## src/rtl/regfile_write_port_if.sv

```systemverilog
// Write-back request channel into the register file write port.
interface regfile_write_port_if;
    logic        wr_valid;
    logic        wr_ready;
    logic [4:0]  wr_addr;
    logic [31:0] wr_data;

    modport master (output wr_valid, output wr_addr, output wr_data, input wr_ready);
    modport slave  (input wr_valid, input wr_addr, input wr_data, output wr_ready);
endinterface

```

## src/rtl/regfile_write_port.sv

```systemverilog
// Write side of the 32x32 register file: in-order write buffer, one commit per
// cycle, falling-edge state updates, flat register bus and pending-write mask.
module regfile_write_port #(
    parameter int DEPTH = 2
) (
    input  logic                       clk,
    input  logic                       reset,
    regfile_write_port_if.slave        wr,
    input  logic                       wr_hold,
    output logic [1023:0]              regs_flat,
    output logic [31:0]                pend_mask,
    output logic [$clog2(DEPTH):0]     buf_count
);
    localparam int PW = (DEPTH > 1) ? $clog2(DEPTH) : 1;
    localparam int CW = $clog2(DEPTH) + 1;

    logic [31:0]   regs   [32];
    logic [4:0]    addr_q [DEPTH];
    logic [31:0]   data_q [DEPTH];
    logic [DEPTH-1:0] vld;
    logic [PW-1:0] rd_ptr, wr_ptr;
    logic [CW-1:0] count;
    logic          commit, push;

    assign commit       = !wr_hold && (count != '0);
    assign wr.wr_ready  = (count < CW'(DEPTH)) || commit;
    // Address 0 completes the handshake but never enters the buffer.
    assign push         = wr.wr_valid && wr.wr_ready && (wr.wr_addr != 5'd0);
    assign buf_count    = count;

    always_ff @(negedge clk) begin
        if (!reset) begin
            for (int unsigned i = 0; i < 32; i++) regs[i] <= '0;
            vld    <= '0;
            rd_ptr <= '0;
            wr_ptr <= '0;
            count  <= '0;
        end else begin
            if (commit) begin
                regs[addr_q[rd_ptr]] <= data_q[rd_ptr];
                vld[rd_ptr]          <= 1'b0;
                rd_ptr               <= rd_ptr + PW'(1);
            end
            // Placed after the commit so a full buffer reusing the freed slot keeps it valid.
            if (push) begin
                addr_q[wr_ptr] <= wr.wr_addr;
                data_q[wr_ptr] <= wr.wr_data;
                vld[wr_ptr]    <= 1'b1;
                wr_ptr         <= wr_ptr + PW'(1);
            end
            count <= count + CW'(push) - CW'(commit);
        end
    end

    always_comb begin
        pend_mask = '0;
        for (int unsigned i = 0; i < DEPTH; i++)
            if (vld[i]) pend_mask[addr_q[i]] = 1'b1;
    end

    always_comb begin
        regs_flat = '0;
        for (int unsigned i = 0; i < 32; i++)
            regs_flat[32*i +: 32] = regs[i];
    end
endmodule

```

## src/flat_wrapper.sv

```systemverilog
// flat-port wrapper written by rule: the top's interface ports become plain ports
module regfile_write_port_flat 
#(
    parameter int DEPTH = 2
)
  (clk, reset, wr_hold, regs_flat, pend_mask, buf_count, wr_wr_valid, wr_wr_addr, wr_wr_data, wr_wr_ready);
  regfile_write_port_if wr_i ();
  input  logic clk;
  input  logic reset;
  input  logic wr_hold;
  output logic [1023:0] regs_flat;
  output logic [31:0] pend_mask;
  output logic [$clog2(DEPTH):0] buf_count;
  input wire logic [$bits(wr_i.wr_valid)-1:0] wr_wr_valid;
  input wire logic [$bits(wr_i.wr_addr)-1:0] wr_wr_addr;
  input wire logic [$bits(wr_i.wr_data)-1:0] wr_wr_data;
  output wire logic [$bits(wr_i.wr_ready)-1:0] wr_wr_ready;
  assign wr_i.wr_valid = wr_wr_valid;
  assign wr_i.wr_addr = wr_wr_addr;
  assign wr_i.wr_data = wr_wr_data;
  assign wr_wr_ready = wr_i.wr_ready;
  regfile_write_port #(.DEPTH(DEPTH)) u_core (.clk(clk), .reset(reset), .wr(wr_i), .wr_hold(wr_hold), .regs_flat(regs_flat), .pend_mask(pend_mask), .buf_count(buf_count));
endmodule
```

## config.mk

```make
export PLATFORM = sky130hd
export DESIGN_NAME = regfile_write_port_flat
export DESIGN_NICKNAME = d
export VERILOG_FILES = /design/src/rtl/regfile_write_port_if.sv /design/src/rtl/regfile_write_port.sv /design/src/flat_wrapper.sv
export SDC_FILE = /design/constraint.sdc
export NUM_CORES = 2
export LEC_CHECK = 0
export BUFFER_PORTS_ARGS = -buffer_cell sky130_fd_sc_hd__buf_4
export CORE_AREA = 2 2 423 425
export CTS_CLUSTER_DIAMETER = 120
export DETAILED_ROUTE_END_ITERATION = 7
export DIE_AREA = 0 0 425 427
export HOLD_SLACK_MARGIN = 0.1
export SETUP_SLACK_MARGIN = 0.4
export SYNTH_ARGS = -nofsm -noshare
export SYNTH_HDL_FRONTEND = slang
export SYNTH_SLANG_ARGS = --single-unit
export TNS_END_PERCENT = 10
```

## constraint.sdc

```tcl
create_clock -name clk -period 5.65 [get_ports clk]
set_input_delay 1.13 -clock clk [delete_from_list [all_inputs] [get_ports clk]]
set_output_delay 1.13 -clock clk [all_outputs]
set_load 0.01 [all_outputs]
```

==> reports/results.ini <==
[yosys]
avgSynthCellArea_um2 = 15.3
ys_async_sr_fraction_pct = 0
synth-seq-area-share_pct = 82.7
ys.flop_type = edfxtp_1
synth_nets = 2663
ys.warnings.count = 0
ys_types = 49
synth_edf_count = 1098
syn_area_um2 = 40000
synth-seq-cells = 1105
synth_cells = 2621

[place]
place_hpwl_um = 131000
place_area_um2 = 53400
routabilityCongestion = 0.837
dpl.cell_count = 6074
io_buffers = 1099

[final_layout]
nets = 5032
area_growth_pct = 63.4
final_area_um2 = 65400
multi_input_area_um2 = 6830
final-seq-area_um2 = 33100
layout-drive-gt1-share_pct = 33.7
n_fill_cell = 16800
fin_cells = 7454

[worst_hold_path]
hp-class = register to register

[route]
wl_um = 195000
initialDrtViolationCount = 3102
dr.pass1.iters = 8
viasPerCell = 4.43
wl_per_cell_um = 26.2
drcViolationCount = 0
final_antenna_net_count = 0
via_count = 33000

[die]
core_um2 = 177000
fp.dieW_um = 425
initial_core_util_pct = 22.6
dieArea_um2 = 181000
die_h_um = 427
ios = 1100
fp-row-count = 155

[timing]
setup_slack_ns = -0.565
setup_viol = 32
tightestPinTransition_ns = 1.24
relSlewSlack_pct = 17.4
finalClockSkew_ns = 0.0366
slew_viol_final = 0
rsz0062_at_grt = true
hold_violations = 0

[run]
cap_violations = 0

[global_route]
grt_usage_pct = 20.5
grt_pass1_vias = 34000
overflow = 0
antenna_found_initial = 26
grt_pass1_wl_um = 253000
grt_start_max_net_pins = 65

[worst_setup_path]
critPathRequiredTime_ns = 4.52
cp-start-kind = register
arrival_ns = 5.08
critical-path-top-delay-family = flip-flops
path_common_cell = buf_6
crit_fanout = 5
crit_path_top_delay_cell = edfxtp_1
slowest_delay_ns = 0.53
cp_cell_sequence = or3_4 > o22ai_4 > buf_6 > buf_6
critPathCaptureType = output port
worst-path-buf-inv = 2
worstSetupPathType = register to output port
rrSetupSlack_ns = 2.19

[cts]
cts_tree = done
cts_buffers = 131
clkTransAtPathRegs_ns = 0.04
ctsHoldBuffers = 0
cts-root-buf = clkbuf_16
ctsHtreeMaxLevel = 4
cts_buffer_depth = 3
insertion_delay_ns = 0.79
cts_num_sinks = 1105

[outcome]
outcome = finished with violations
violations = negative setup slack

[power_and_ir_drop]
power_density_nw_per_um2 = 378
leakage_nw = 28.8
power_w = 0.0247
vdd_drop_max_mv = 0.318

==> path summary, 6_finish.rpt <==
path                                       from                                to  depth (start not counted)
setup / recovery  u_core.addr_q[1][3]$_DFFE_NP_                      pend_mask[0]                          4
hold / removal       u_core.rd_ptr$_SDFFE_NN0N_                          register                          2
setup reg to reg                       register  u_core.regs[6][19]$_SDFFCE_NN0P_                          4
hold reg to reg      u_core.rd_ptr$_SDFFE_NN0N_                          register                          2
==> power by group <==
group | leakage [nW] | switching (W) | total [W] | internal, W
logic | 9.41 | 0.00195 | 0.00299 | 0.00104
registers | 11.3 | 0.000245 | 0.00971 | 0.00946
clock network | 8.11 | 0.00582 | 0.0120 | 0.00621
total | 28.8 | 0.00802 | 0.0247 | 0.0167
==> registers in the layout, indices dropped and copies added (netlist names), named ones only <==
signal            flops
u_core.rd_ptr         1
u_core.regs        1024
u_core.buf_count      2
u_core.addr_q        10
u_core.data_q        64
u_core.wr_ptr         1
u_core.vld            2
==> cells in the final DEF, fill, tap and decap left out, drive strengths merged, types with 5 or more instances in the layout <==
cell / n
clkbuf: 132
clkinvlp: 20
clkinv: 12
dfxtp: 7
nand3: 6
nand2b: 11
a22o: 5
bufinv: 18
nor3: 5
mux2: 33
inv: 1158
nand3b: 8
diode: 12
edfxtp: 1098
a22oi: 7
nand2: 94
o21ai: 31
buf: 1327
nor2: 1038
o22ai: 37
==> synth_stat cells (2+ instances only) <==
| cell type | n | share of area (%) |
|---|---|---|
| nand2_4 | 27 | 0.76 |
| o21ai_0 | 30 | 0.38 |
| xnor2_1 | 3 | 0.066 |
| nand2b_1 | 11 | 0.17 |
| buf_1 | 21 | 0.20 |
| dfxtp_1 | 7 | 0.35 |
| nand3_1 | 6 | 0.075 |
| or3b_2 | 3 | 0.066 |
| or2_2 | 3 | 0.047 |
| a22o_1 | 5 | 0.11 |
| buf_12 | 2 | 0.10 |
| o22a_1 | 4 | 0.088 |
| inv_1 | 5 | 0.047 |
| o22ai_1 | 36 | 0.56 |
| a22oi_1 | 7 | 0.13 |
| nor2b_1 | 3 | 0.047 |
| nand2_1 | 67 | 0.63 |
| nand3b_1 | 8 | 0.15 |
| clkbuf_1 | 82 | 0.77 |
| mux2i_1 | 2 | 0.050 |
| o21a_1 | 2 | 0.038 |
| nor2_1 | 1038 | 9.7 |
| buf_2 | 60 | 0.75 |
| mux2_2 | 32 | 0.90 |
| nor3_1 | 3 | 0.038 |
| edfxtp_1 | 1098 | 82 |
| o31ai_1 | 4 | 0.075 |
| a21oi_1 | 3 | 0.038 |
| or3_1 | 2 | 0.031 |
| buf_6 | 28 | 0.79 |
==> per-stage QoR <==
stage	utilization (%)	hold slack (ns)	setup TNS, ns	setup WS (ns)
final	36.9	0.572	-15.49	-0.565
after floorplan	-	0.508	-178.35	-0.251
after global routing	36.9	0.631	-18.39	-0.657
after global placement	30.1	0.540	-29.31	-0.214
after detailed placement	30.1	0.555	-32.29	-0.199
after CTS	36.2	0.573	-15.65	-0.616
==> logic make-up after synthesis <==
| kind of cell | count (synthesis) | synth area share [%] |
|---|---|---|
| simple gates | 1177 | 11.9 |
| xor+xnor | 3 | 0.0657 |
| flops | 1105 | 82.7 |
| mux | 35 | 0.988 |
| fa+ha+maj | 1 | 0.0313 |
| compound gates | 99 | 1.58 |
| buf+inv | 201 | 2.72 |
==> timing repair <==
| item | CTS | global route |
|---|---|---|
| pin swaps | 20 | 9 |
| gates resized for setup | 488 | 299 |
| endpoints found under the setup margin | 1059 | 1059 |
| setup buffers | 22 | 12 |
==> final cells by class <==
cell class	instances	share of cell area, %
antenna	12	0.0459
timing repair buffer	1327	21.2
clock buffer	132	5.05
tap	2355	4.50
sequential	1105	50.6
inverter	5	0.0440
multi-input combinational	1315	10.4
clock inverter	1203	8.12
==> per-layer routing <==
| metal | part of all wire (%) | wire [µm] | track usage, % | up-vias |
|---|---|---|---|---|
| met5 | 0.084 | 165 | 0 | - |
| met3 | 9.1 | 17800 | 8.14 | 549 |
| met2 | 49 | 95800 | 33.3 | 2137 |
| met1 | 36 | 70600 | 22.4 | 16400 |
| met4 | 5.6 | 10900 | 13.0 | 26 |
| li1 | - | - | - | 13900 |
==> worst register-to-register path: cells and delay by family (launching register included) <==
family          cells  cell delay (ns)
flops               1             0.83
compound gates      1             0.75
simple gates        3             1.57
Power figures use the tool's default switching activity.
